File: src/rtl/count_ctrl.sv
// Control stage for the 2-bit-lab counter: clkEN prescaler, clear/run/done sequencing and a run watchdog.
// Optional build macro START_SYNC_EN: synchronise start and trigger runs on its rising edge only.
module count_ctrl #(
    parameter int unsigned DIV     = 4,
    parameter int unsigned TIMEOUT = 8
) (
    input  logic       clock,
    input  logic       reset,
    input  logic       start,
    input  logic       co2,
    output logic       clkEN,
    output logic       cnt2,
    output logic       cnt_rst,
    output logic       ready,
    output logic       done,
    output logic       err,
    output logic [2:0] dbg_state
);

    typedef enum logic [2:0] {
        IDLE = 3'd0,
        CLR  = 3'd1,
        RUN  = 3'd2,
        DONE = 3'd3,
        ERR  = 3'd4
    } state_t;

    localparam logic [15:0] DIV_LAST = 16'(DIV - 1);
    localparam logic [7:0]  WD_MAX   = 8'(TIMEOUT);

    state_t      state;
    state_t      state_next;
    logic [15:0] presc;
    logic [7:0]  wdog;
    logic        start_req;

    // Host handshake: start is accepted in IDLE (ready=1) and in ERR; it is ignored in
    // CLR/RUN/DONE. done is a single-cycle completion pulse; err holds until the next start.

`ifdef START_SYNC_EN
    logic sync1, sync2, sync3, req_r;

    always_ff @(posedge clock) begin
        if (reset) begin
            sync1 <= 1'b0;
            sync2 <= 1'b0;
            sync3 <= 1'b0;
            req_r <= 1'b0;
        end else begin
            sync1 <= start;
            sync2 <= sync1;
            sync3 <= sync2;
            req_r <= sync2 & ~sync3;
        end
    end

    assign start_req = req_r;
`else
    assign start_req = start;
`endif

    // Free-running prescaler; clkEN is registered so it is clean at the counter.
    always_ff @(posedge clock) begin
        if (reset) begin
            presc <= 16'd0;
            clkEN <= 1'b0;
        end else if (presc == DIV_LAST) begin
            presc <= 16'd0;
            clkEN <= 1'b1;
        end else begin
            presc <= presc + 16'd1;
            clkEN <= 1'b0;
        end
    end

    // Watchdog saturates at TIMEOUT so a stuck run can never wrap back to a small count.
    always_ff @(posedge clock) begin
        if (reset) begin
            wdog <= 8'd0;
        end else if (state == CLR) begin
            wdog <= 8'd0;
        end else if (state == RUN && clkEN && wdog != WD_MAX) begin
            wdog <= wdog + 8'd1;
        end
    end

    always_ff @(posedge clock) begin
        if (reset) begin
            state <= IDLE;
        end else begin
            state <= state_next;
        end
    end

    always_comb begin
        state_next = state;
        cnt2       = 1'b0;
        cnt_rst    = 1'b0;
        ready      = 1'b0;
        done       = 1'b0;
        err        = 1'b0;
        case (state)
            IDLE: begin
                ready = 1'b1;
                if (start_req) state_next = CLR;
            end
            CLR: begin
                cnt_rst    = 1'b1;
                state_next = RUN;
            end
            RUN: begin
                // Gate the count enable the moment co2 is seen so the counter stops on its terminal value.
                cnt2 = ~co2;
                if (co2) begin
                    state_next = DONE;
                end else if (clkEN && wdog == WD_MAX) begin
                    state_next = ERR;
                end
            end
            DONE: begin
                done       = 1'b1;
                state_next = IDLE;
            end
            ERR: begin
                err = 1'b1;
                if (start_req) state_next = CLR;
            end
            default: state_next = IDLE;
        endcase
    end

    assign dbg_state = state;

endmodule

File: config.mk
export PLATFORM = sky130hd
export DESIGN_NAME = count_ctrl
export DESIGN_NICKNAME = d
export VERILOG_FILES = /design/src/rtl/count_ctrl.sv
export SDC_FILE = /design/constraint.sdc
export NUM_CORES = 1
export LEC_CHECK = 0
export CAP_MARGIN = 0
export CORE_MARGIN = 1.5
export CORE_UTILIZATION = 45
export CTS_CLUSTER_DIAMETER = 60
export DETAILED_ROUTE_END_ITERATION = 8
export PLACE_DENSITY = 0.64
export SYNTH_ARGS = -nofsm -noshare
export SYNTH_HDL_FRONTEND = slang
export SYNTH_SLANG_ARGS = --single-unit
File: constraint.sdc
create_clock -name clock -period 1.6 [get_ports clock]
set_input_delay 0.32 -clock clock [delete_from_list [all_inputs] [get_ports clock]]
set_output_delay 0.32 -clock clock [all_outputs]
set_load 0.1 [all_outputs]
== Yosys cells after proc, flatten, opt, wreduce, memory -nomap -nowiden ==
Cells that the tools add are included.
Word-level totals
  register bits after elaboration: 28
  bits of input ports: 4
  logic and storage cells: 34
Cells by class
  bitwise gates (word level): 1
  multiplexer cells: 10
  equality and inequality tests: 9
  $add $sub $neg: 2
  reductions and logical operators: 8
Operators with widths (number)
  16-bit by 1-bit adder with 16-bit output (second input constant): 1
  16-bit by 2-bit equality test with 1-bit output (second input constant): 1
  3-bit 2-to-1 mux: 3
  3-bit one-hot mux with 3 select lines: 1
  8-bit by 1-bit adder with 8-bit output (second input constant): 1
  8-bit by 4-bit equality test with 1-bit output (second input constant): 1
  8-bit by 4-bit inequality test with 1-bit output (second input constant): 1
  3-bit by 2-bit equality test with 1-bit output (second input constant): 2
  1-bit 2-to-1 mux: 6
  2-bit OR reduction: 3
  3-bit by 1-bit equality test with 1-bit output (second input constant): 1
  3-bit equality test (second input constant): 1
  1-bit logical AND: 3
  3-bit logical NOT: 1
  3-bit by 2-bit inequality test with 1-bit output (second input constant): 1
  2-bit by 1-bit inequality test with 1-bit output (second input constant): 1
  2-bit AND reduction: 1
  1-bit inverter: 1

== Longest topological paths before layout ==
  word-level depth: 5
  mapped depth: 7
  gate-level depth less buffers: 6

== Least setup slack after synthesis ==
No wires, ideal clock.
  path kind: reg2out
  start point: register state[2] (netlist: dbg_state[2])
  end point: output port err
  data arrival time: 3393 ps
  cell stages (with the launch flop): 2
  buffers on the path: 0
  slack: -2113 ps
  path through: dfxtp_1 -> nor3b_1
On the way
  word-level cells in the longest chain between the ends: 2
Ends and longest elaborated chain
  start, declared: RTL line 31  | state_t state;
  start signal, assigned: RTL line 91  | state <= state_next;
  3-bit equality test: RTL line 102  | case (state)
  1-bit 2-to-1 mux: RTL line 102
  end, declared: RTL line 16  | output logic err,
Every way passes these cells.

== Worst setup path in the final report ==
  start point: register state[0] (netlist: dbg_state[0])
  end point: output port cnt2
On the way
  word-level cells in the longest chain between the ends: 2
Ends and longest elaborated chain
  3-bit by 2-bit equality test with 1-bit output: RTL line 102
  1-bit 2-to-1 mux: RTL line 102
  end, declared: RTL line 12  | output logic cnt2,
Every way passes these cells.

==> flow_metrics.env <==
export IMPL_cp_required_ns=1.28
export IMPL_cts_root_buf="clkbuf_4"
export IMPL_holdCritStartpoint="presc[15]"
export IMPL_slowest_stage="dfxtp_4"
export IMPL_rsz0062_at_grt="yes"
export IMPL_layout_drive_gt1_share_pct=24.3
export IMPL_syn_inst=151
export IMPL_path_class="flop to primary output"
export IMPL_p_per_area_nw_per_um2=728
export IMPL_critPathCaptureType="primary output"
export IMPL_final_cells=208
export IMPL_nFillCells=244
export IMPL_r2r_slack_ns=0.13
export IMPL_final_setup_viol_count=3
export IMPL_die_area_sq_um=3410
export IMPL_numCtsBuffers=3
export IMPL_slew_violations=0
export IMPL_crit_reg2reg_launch="wdog[1]"
export IMPL_yosysSeqAreaShare_pct=40.7
export IMPL_r2r_cells=6
export IMPL_worst_slew_pin_slew_ns=0.330
export IMPL_overflow=0
export IMPL_via_per_inst=5.39
export IMPL_fin_skew_ns=0.0122
export IMPL_highest_layer="met4"
export IMPL_wl_met3_um=67
export IMPL_ys_flop_type="dfxtp_1"
export IMPL_area_growth_synth_to_final_pct=30.6
export IMPL_clk_pin_slew_worst_paths_ns=0.15
export IMPL_synthArstFlopShare_pct=0
export IMPL_start_util_pct=48.7
export IMPL_dp_cells=196
export IMPL_via_count=1122
export IMPL_avgSynthCellArea_sq_um=9.13
export IMPL_clk_latency_ns=0.32
export IMPL_crit_path_start_kind="flop"
export IMPL_hp_class="flop to flop"
export IMPL_min_period_ns=1.62
export IMPL_dp_hpwl_mm=1.80
export IMPL_grt_pass1_vias=1077
export IMPL_routed_wl_mm=2.44
export IMPL_slew_headroom_pct=77.8
export IMPL_min_path_cells=2
export IMPL_irDropWorstVdd_mv=0.494
export IMPL_final_common_cell="nor2_1"
export IMPL_synth_nets=158
export IMPL_wl_per_cell_um=11.7
export IMPL_cts_tree="done"
export IMPL_pre_cts_slack_ns=0.0804
export IMPL_max_cap_violations=0
export IMPL_die_x_um=58.4
export IMPL_grt_start_max_net_pins=17
export IMPL_outcome="finished with violations"
export IMPL_final_cell_mix="nor2_1, dfxtp_1, buf_4"
export IMPL_final_nets=185
export IMPL_rows=19
export IMPL_antenna_left=0
export IMPL_port_buffers=12
export IMPL_cts_sinks=28
export IMPL_pin_count=13
export IMPL_synth_cell_types=38
export IMPL_crit_fanout=6
export IMPL_crit_reg2reg_capture="wdog[2]"
export IMPL_place_gp_congestion=0.797
export IMPL_yosys_warnings=0
export IMPL_grt_pass1_wl_mm=4.27
export IMPL_cp_slowest_stage_delay_ns=0.41
export IMPL_cts_path_max_buffers=2
export IMPL_whs_ns=0.550
export IMPL_netlist_area_sq_um=1380
export IMPL_synth_edf_count=0
export IMPL_grt_usage_pct=15.7
export IMPL_p_leak_nw=0.666
export IMPL_fmax_mhz=618
export IMPL_violations="negative setup slack"
export IMPL_timing_final_ws_setup_ns=-0.0184
export IMPL_crit_path_cell_trace="nor3b_4, and2b_4, buf_12"
export IMPL_timing_final_crit_share_pct=101
export IMPL_final_core_util_pct=63.6
export IMPL_drcViolationCount=0
export IMPL_h_tree_depth=1
export IMPL_antenna_found_initial=0
export IMPL_arrival_ns=1.30
export IMPL_min_to="presc[15]"
export IMPL_ctsHoldBuffers=0
export IMPL_n_antenna_cell=0
export IMPL_tns_ns=-0.0453
export IMPL_coreArea_sq_um=2830
export IMPL_route_met2_wl_mm=1.27
export IMPL_drt_initial_drc_count=26
export IMPL_hold_violations=0
export IMPL_die_h_um=58.4
export IMPL_firstDrtPassIters=4
export IMPL_drt_met1_wl_mm=1.09
export IMPL_synth_seq_cells=28
-- synth_stat cells, types with 2 or more instances --
library cell,number,area [sq um]
nor2b_1,2,12.5
inv_1,7,26.3
nor4_1,8,50.1
nor3_1,4,20.0
nand3_1,7,35.0
nor3b_1,2,15.0
and2_1,2,12.5
or3_1,3,18.8
buf_2,2,10.0
ha_1,3,37.5
xnor2_1,8,70.1
nand4_1,9,56.3
dfxtp_1,28,561
xor2_1,12,105
mux2i_1,2,20.0
nand2_1,3,11.3
and4_1,2,17.5
nor2_1,27,101
-- through the flow --
stage / power (mW) / instance area (sq um)
3_5_place_dp: 1.01 / 1690
5_1_grt: 1.36 / 1800
2_1_floorplan: 0.915 / 1420
3_3_place_gp: 1.01 / 1690
4_1_cts: 1.31 / 1760
6_report: 1.31 / 1800
-- area by class of cell --
class / count / area [sq um] / area share, %
multi-input cells: 111 / 797 / 44.3
flip-flops and latches: 28 / 573 / 31.8
repair buffers: 27 / 339 / 18.8
well taps: 31 / 38.8 / 2.15
clock buffers: 4 / 26.3 / 1.46
inverters: 7 / 26.3 / 1.46
-- state kept, by name, summed over array words and instances (netlist names) --
| register | cells |
|---|---|
| dbg_state | 3 |
| wdog | 8 |
| presc | 16 |
| clkEN | 1 |
-- where the power goes --
| group | switching (mW) | internal, mW | total [mW] | leakage (nW) |
|---|---|---|---|---|
| registers | 0.0193 | 0.709 | 0.729 | 0.229 |
| clock network | 0.192 | 0.0973 | 0.289 | 0.0150 |
| logic | 0.165 | 0.127 | 0.292 | 0.422 |
-- worst max-delay path by stage --
stage / start / cells past startpoint / endpoint
floorplan: dbg_state[0] / 5 / wdog[2]
global placement: co2 / 3 / cnt2
detailed placement: co2 / 3 / cnt2
CTS: dbg_state[1] / 3 / ready
global route: dbg_state[1] / 3 / cnt2
finish: dbg_state[0] / 3 / cnt2
-- worst max-delay path: cells and delay by family, from the launching register on --
family | cells | cell delay (ns)
buffers and inverters | 1 | 0.17
flip-flops | 1 | 0.41
AND/OR/NAND/NOR | 2 | 0.40
-- metal layers --
| metal | vias up | track usage (%) |
|---|---|---|
| met5 | - | 0 |
| li1 | 577 | - |
| met1 | 527 | 18.2 |
| met4 | 0 | 3.99 |
| met3 | 2 | 2.20 |
| met2 | 16 | 29.9 |
-- kinds of logic after synthesis --
logic type / count (synthesis) / share of synthesized area (%)
buf+inv: 12 / 4.36
flops: 28 / 40.7
xor+xnor: 20 / 12.7
compound gates: 5 / 3.72
mux: 2 / 1.45
fa+ha+maj: 3 / 2.72
simple gates: 81 / 34.4
-- timing repair --
| action | 4_1_cts | 5_1_grt |
|---|---|---|
| buffers inserted | 6 | 2 |
| resized for setup | 1 | 5 |
| setup endpoints to repair | 3 | 7 |
| pin swaps | 0 | 1 |
No activity file was read; power rests on OpenSTA's default activity.
